[src/rtl/serial_ram_master.sv]
// Read master for a nibble-serial external RAM: start marker, 4 address nibbles, DELAY idle cycles, 4 data nibbles.
// Optional SERIAL_RAM_MASTER_IN_REG_EN registers data_pins once, pushing the DATA window and response one cycle later.
module serial_ram_master #(
    parameter int unsigned DELAY = 7
) (
    input  logic        clk,
    input  logic        rst_n,
    input  logic        req,
    input  logic [15:0] req_addr,
    output logic        ready,
    output logic        rsp_valid,
    output logic [15:0] rsp_data,
    output logic [3:0]  addr_pins,
    input  logic [3:0]  data_pins
);

    typedef enum logic [2:0] {
        S_IDLE,
        S_START,
        S_ADDR,
        S_WAIT,
        S_DATA,
        S_RESP
    } state_t;

    logic [3:0] sample_nib;

`ifdef SERIAL_RAM_MASTER_IN_REG_EN
    localparam int unsigned WAIT_LEN = DELAY + 1;

    logic [3:0] din_q;

    always_ff @(posedge clk or negedge rst_n) begin
        if (!rst_n) din_q <= 4'h0;
        else        din_q <= data_pins;
    end

    assign sample_nib = din_q;
`else
    localparam int unsigned WAIT_LEN = DELAY;

    assign sample_nib = data_pins;
`endif

    // Value of the wait counter in the last WAIT cycle; unused when WAIT is skipped.
    localparam logic [3:0] WAIT_LAST = (WAIT_LEN == 0) ? 4'd0 : 4'(WAIT_LEN - 1);

    state_t      state_q, state_d;
    logic [3:0]  cnt_q, cnt_d;
    logic [3:0]  addr_pins_d;
    logic [15:0] addr_q;
    logic [11:0] shift_q;
    logic [1:0]  nib_idx;
    logic        accept;

    assign ready     = (state_q == S_IDLE) || (state_q == S_RESP);
    assign rsp_valid = (state_q == S_RESP);
    assign accept    = req && ready;
    assign nib_idx   = cnt_q[1:0] + 2'd1;

    // NOTE: every signal driven here gets a default first so no path leaves it unassigned (no latch).
    always_comb begin
        state_d     = state_q;
        cnt_d       = cnt_q;
        addr_pins_d = 4'b0000;
        case (state_q)
            S_IDLE, S_RESP: begin
                if (accept) begin
                    state_d     = S_START;
                    addr_pins_d = 4'b0001;
                end else begin
                    state_d = S_IDLE;
                end
                cnt_d = 4'd0;
            end
            S_START: begin
                state_d     = S_ADDR;
                cnt_d       = 4'd0;
                addr_pins_d = addr_q[3:0];
            end
            S_ADDR: begin
                if (cnt_q == 4'd3) begin
                    state_d = (WAIT_LEN == 0) ? S_DATA : S_WAIT;
                    cnt_d   = 4'd0;
                end else begin
                    cnt_d       = cnt_q + 4'd1;
                    addr_pins_d = addr_q[{nib_idx, 2'b00} +: 4];
                end
            end
            S_WAIT: begin
                if (cnt_q == WAIT_LAST) begin
                    state_d = S_DATA;
                    cnt_d   = 4'd0;
                end else begin
                    cnt_d = cnt_q + 4'd1;
                end
            end
            S_DATA: begin
                if (cnt_q == 4'd3) begin
                    state_d = S_RESP;
                    cnt_d   = 4'd0;
                end else begin
                    cnt_d = cnt_q + 4'd1;
                end
            end
            default: begin
                state_d = S_IDLE;
                cnt_d   = 4'd0;
            end
        endcase
    end

    // NOTE: sequential state uses non-blocking assignments so all registers see pre-edge values.
    always_ff @(posedge clk or negedge rst_n) begin
        if (!rst_n) begin
            state_q   <= S_IDLE;
            cnt_q     <= 4'd0;
            addr_pins <= 4'b0000;
        end else begin
            state_q   <= state_d;
            cnt_q     <= cnt_d;
            addr_pins <= addr_pins_d;
        end
    end

    // Nibbles assemble in shift_q; rsp_data only changes on the fourth sample.
    always_ff @(posedge clk or negedge rst_n) begin
        if (!rst_n) begin
            addr_q   <= 16'h0000;
            shift_q  <= 12'h000;
            rsp_data <= 16'h0000;
        end else begin
            if (accept) addr_q <= req_addr;
            if (state_q == S_DATA) begin
                shift_q <= {sample_nib, shift_q[11:4]};
                if (cnt_q == 4'd3) rsp_data <= {sample_nib, shift_q};
            end
        end
    end

endmodule

[config.mk]
export PLATFORM = sky130hd
export DESIGN_NAME = serial_ram_master
export DESIGN_NICKNAME = d
export VERILOG_FILES = /design/src/rtl/serial_ram_master.sv
export SDC_FILE = /design/constraint.sdc
export NUM_CORES = 1
export LEC_CHECK = 0
export CAP_MARGIN = 20
export CORE_UTILIZATION = 45
export CTS_CLUSTER_SIZE = 25
export DETAILED_ROUTE_END_ITERATION = 10
export PLACE_DENSITY = 0.74
export REMOVE_ABC_BUFFERS = 1
export SETUP_SLACK_MARGIN = 0.4
export SLEW_MARGIN = 20
export SYNTH_ARGS = -nofsm -noshare
export SYNTH_HDL_FRONTEND = slang
export SYNTH_SLANG_ARGS = --single-unit
[constraint.sdc]
create_clock -name clk -period 1.74 [get_ports clk]
set_clock_uncertainty 0.15 [all_clocks]
set_input_delay 0.174 -clock clk [delete_from_list [all_inputs] [get_ports clk]]
set_output_delay 0.174 -clock clk [all_outputs]
set_load 0.005 [all_outputs]
==> flow_summary.toml <==
[status]
status = "complete, but fails checks"
violations = "setup timing"

[global_routing]
grtUsageTotal_pct = 20.4
grt_pass1_wl_um = 8220
gr-total-overflow = 0
grt_max_degree = 33
antenna_found_initial = 0
grt_pass1_vias = 1673

[cts]
cts_buffer_depth = 2
cts_root_buf = "clkbuf_8"
ctsHtreeMaxLevel = 2
path_clk_slew_ns = 0.11
numCtsBuffers = 5
cts_tree = "built"
cts_sinks = 55
worstSkewPairLatency_ns = 0.32

[critical_path]
endpoint_kind = "flip-flop"
crit_required_ns = 1.80
worstPathArrival_ns = 1.83
worstSetupPathType = "flip-flop to flip-flop"
cp-start-kind = "flip-flop"
cp_max_fo = 8

[pwr]
p_int_uw = 3000
p_leak_uw = 0.00165
seq_power_share_pct = 41.7
power_density_mw_per_mm2 = 1220
peakVddDrop_mv = 0.613
p_sw_share_pct = 31.4
p_switching_uw = 1370
clockPowerShare_pct = 17.3
p_comb_share_pct = 41.0

[timing]
hold_viol_final = 0
rsz0062_at_grt = "true"
fin_crit_ns = 1.76
report.final.slew_viol_count = 0
setup_slack_ns = -0.0248
worst_pin_slew_ns = 0.578
min_period_over_period_pct = 101
final.setup.tns_ns = -0.162
clock.fmax_mhz = 567
slew-limit-headroom_pct = 61.5
setup_viol = 16

[finish]
multi_input_area_sq_mm = 0.00116
antennaDiodeCount = 0
design_area_sq_mm = 0.00358
fill_cells = 336
syn_to_final_growth_pct = 46.9
drive_above_1_share_pct = 49.2
seqCellArea_sq_mm = 0.00138
finalNetCount = 262
fin_cells = 308
final_util_pct = 69.1

[synth]
synth_xor_area_share_pct = 1.75
synth_compound_area_share_pct = 3.85
muxShareOfSynthArea_pct = 28.0
synth_simple_gate_area_share_pct = 6.32
ys_seq_area_share_pct = 56.5
synth_area_per_cell_sq_um = 16.0
synth_cells = 152
synth_top_family_by_area = "multiplexers"
yosys.area.top_type = "dfrtp_1"
synthAdderAreaFrac_pct = 1.03
yosysUniqueCellTypes = 33
netlist_area_sq_mm = 0.00243
ys_warn_count = 0
synth-seq-cells = 55
synthTopCellsByArea = "dfrtp_1, mux2_4, mux2_2, mux4_2, nor3b_4"
synth_top_area_share_pct = 56.5

[job]
maxCapViolations = 0

[floorplan]
die_area_sq_mm = 0.00571
io_pins = 45
die_h_um = 75.6
initial_core_util_pct = 47.1
die_w_um = 75.6
core_sq_mm = 0.00517
placementRows = 26

[routing]
routed_wl_um = 5420
vias_per_cell = 5.08
detail-route-antenna-nets = 0
wl_per_cell_um = 17.6
drcViolationCount = 0
firstDrtPassIters = 4
drtIter0Drc = 86
vias = 1565

[place]
post_dp_cell_area_sq_mm = 0.00302
io_buffers = 44
dp_cells = 268
routabilityCongestion = 0.750
dp_hpwl_um = 3210

[worst_hold_path]
hold_path_class = "input pin to async pin"
[Yosys cell counts (all sizes together)]
cell type / instances
nand3b: 1
a211oi: 1
nor2b: 2
a21boi: 1
ha: 2
o2bb2ai: 1
nor3b: 4
clkbuf: 2
nor2: 6
dfrtp: 55
xor2: 2
a31oi: 1
o311ai: 1
inv: 2
o21a: 1
nand2: 1
buf: 6
mux4: 4
a21o: 1
o32a: 1
xnor2: 2
nand3: 2
and3b: 3
a32o: 3
nand2b: 1
mux2: 45
mux2i: 1
[power by group through the flow]
stage / sequential (uW) / combinational (uW) / clock (uW)
global route: 1870 / 1930 / 814
global placement: 1840 / 1370 / 0
floorplan: 1860 / 908 / 0
finish: 1820 / 1790 / 756
detailed placement: 1850 / 1430 / 0
CTS: 1810 / 1670 / 760
[per-stage QoR]
| stage | hold WS (ns) | power (uW) | setup WS (ns) |
|---|---|---|---|
| floorplan | -0.272 | 2770 | -0.346 |
| global placement | 0.0310 | 3200 | 0.0556 |
| detailed placement | 0.0465 | 3290 | -0.00707 |
| CTS | 0.231 | 4240 | -0.00102 |
| global route | 0.257 | 4610 | -0.0707 |
| finish | 0.223 | 4370 | -0.0248 |
[area by class of cell]
type / instances / area share, %
clock buffers: 5 / 1.92
clock inverters: 3 / 0.770
inverters: 2 / 0.280
multi-input cells: 88 / 32.6
flip-flops and latches: 55 / 38.6
well taps: 70 / 2.45
repair buffers: 85 / 23.4
[sequential cells by signal, summed over array words and instances (netlist names)]
register   flops
state_q        3
cnt_q          4
addr_pins      4
rsp_data      16
shift_q       12
addr_q        16
[per-layer routing]
metal  part of all wire, %  global-route usage (%)
met1                    43                    25.0
met2                    51                    33.7
met3                   2.6                    4.23
met4                   2.9                    11.1
met5                     0                       0
[worst max-delay path, cell delays in order, from the launching register on]
cell and delay, ns:
dfrtp_1 0.42, buf_6 0.14, buf_6 0.11, nor3b_4 0.14, buf_6 0.13, buf_12 0.13, nand2_8 0.11, mux2_4 0.31
[worst paths after layout]
kind / startpoint / to / slack (ns) / cells after the start
setup reg to reg: state_q[2] / rsp_data[14] / -0.02 / 7
max in group asynchronous: rst_n / rsp_data[6] / 0.65 / 3
min in group clk: req_addr[5] / addr_q[5] / 0.31 / 2
hold / removal: rst_n / cnt_q[3] / 0.22 / 2
hold reg to reg: addr_q[9] / addr_q[9] / 0.37 / 1
setup / recovery: state_q[2] / rsp_data[14] / -0.02 / 7
[kinds of logic (layout without fill, tap and decap cells)]
kind of cell,Yosys count,in the layout
mux,50,50
flops,55,55
compound gates,11,11
fa+ha+maj,2,2
buf+inv,10,95
simple gates,20,21
xor+xnor,4,4
[cell usage in the layout, fill, tap and decap left out, types with 3 or more instances in the layout]
master	Yosys	routed
clkbuf_8	0	5
dlygate4sd2_1	0	11
buf_4	0	25
nor3b_4	2	3
buf_2	4	3
a32o_1	3	3
dfrtp_1	55	53
mux4_2	4	4
mux2_4	20	44
buf_6	1	9
buf_12	0	5
nor2_1	6	6
clkdlybuf4s50_1	0	21
clkdlybuf4s15_1	0	9
[what timing repair did]
item | 4_1_cts | 5_1_grt
pin swaps | 12 | 8
buffers inserted | 16 | 12
gates resized for setup | 69 | 21
setup endpoints to repair | 76 | 69
hold buffers | 1 | 0
endpoints found under the hold margin | 23 | 0
cloned | 3 | 0
(Power assumes the default switching activity.)
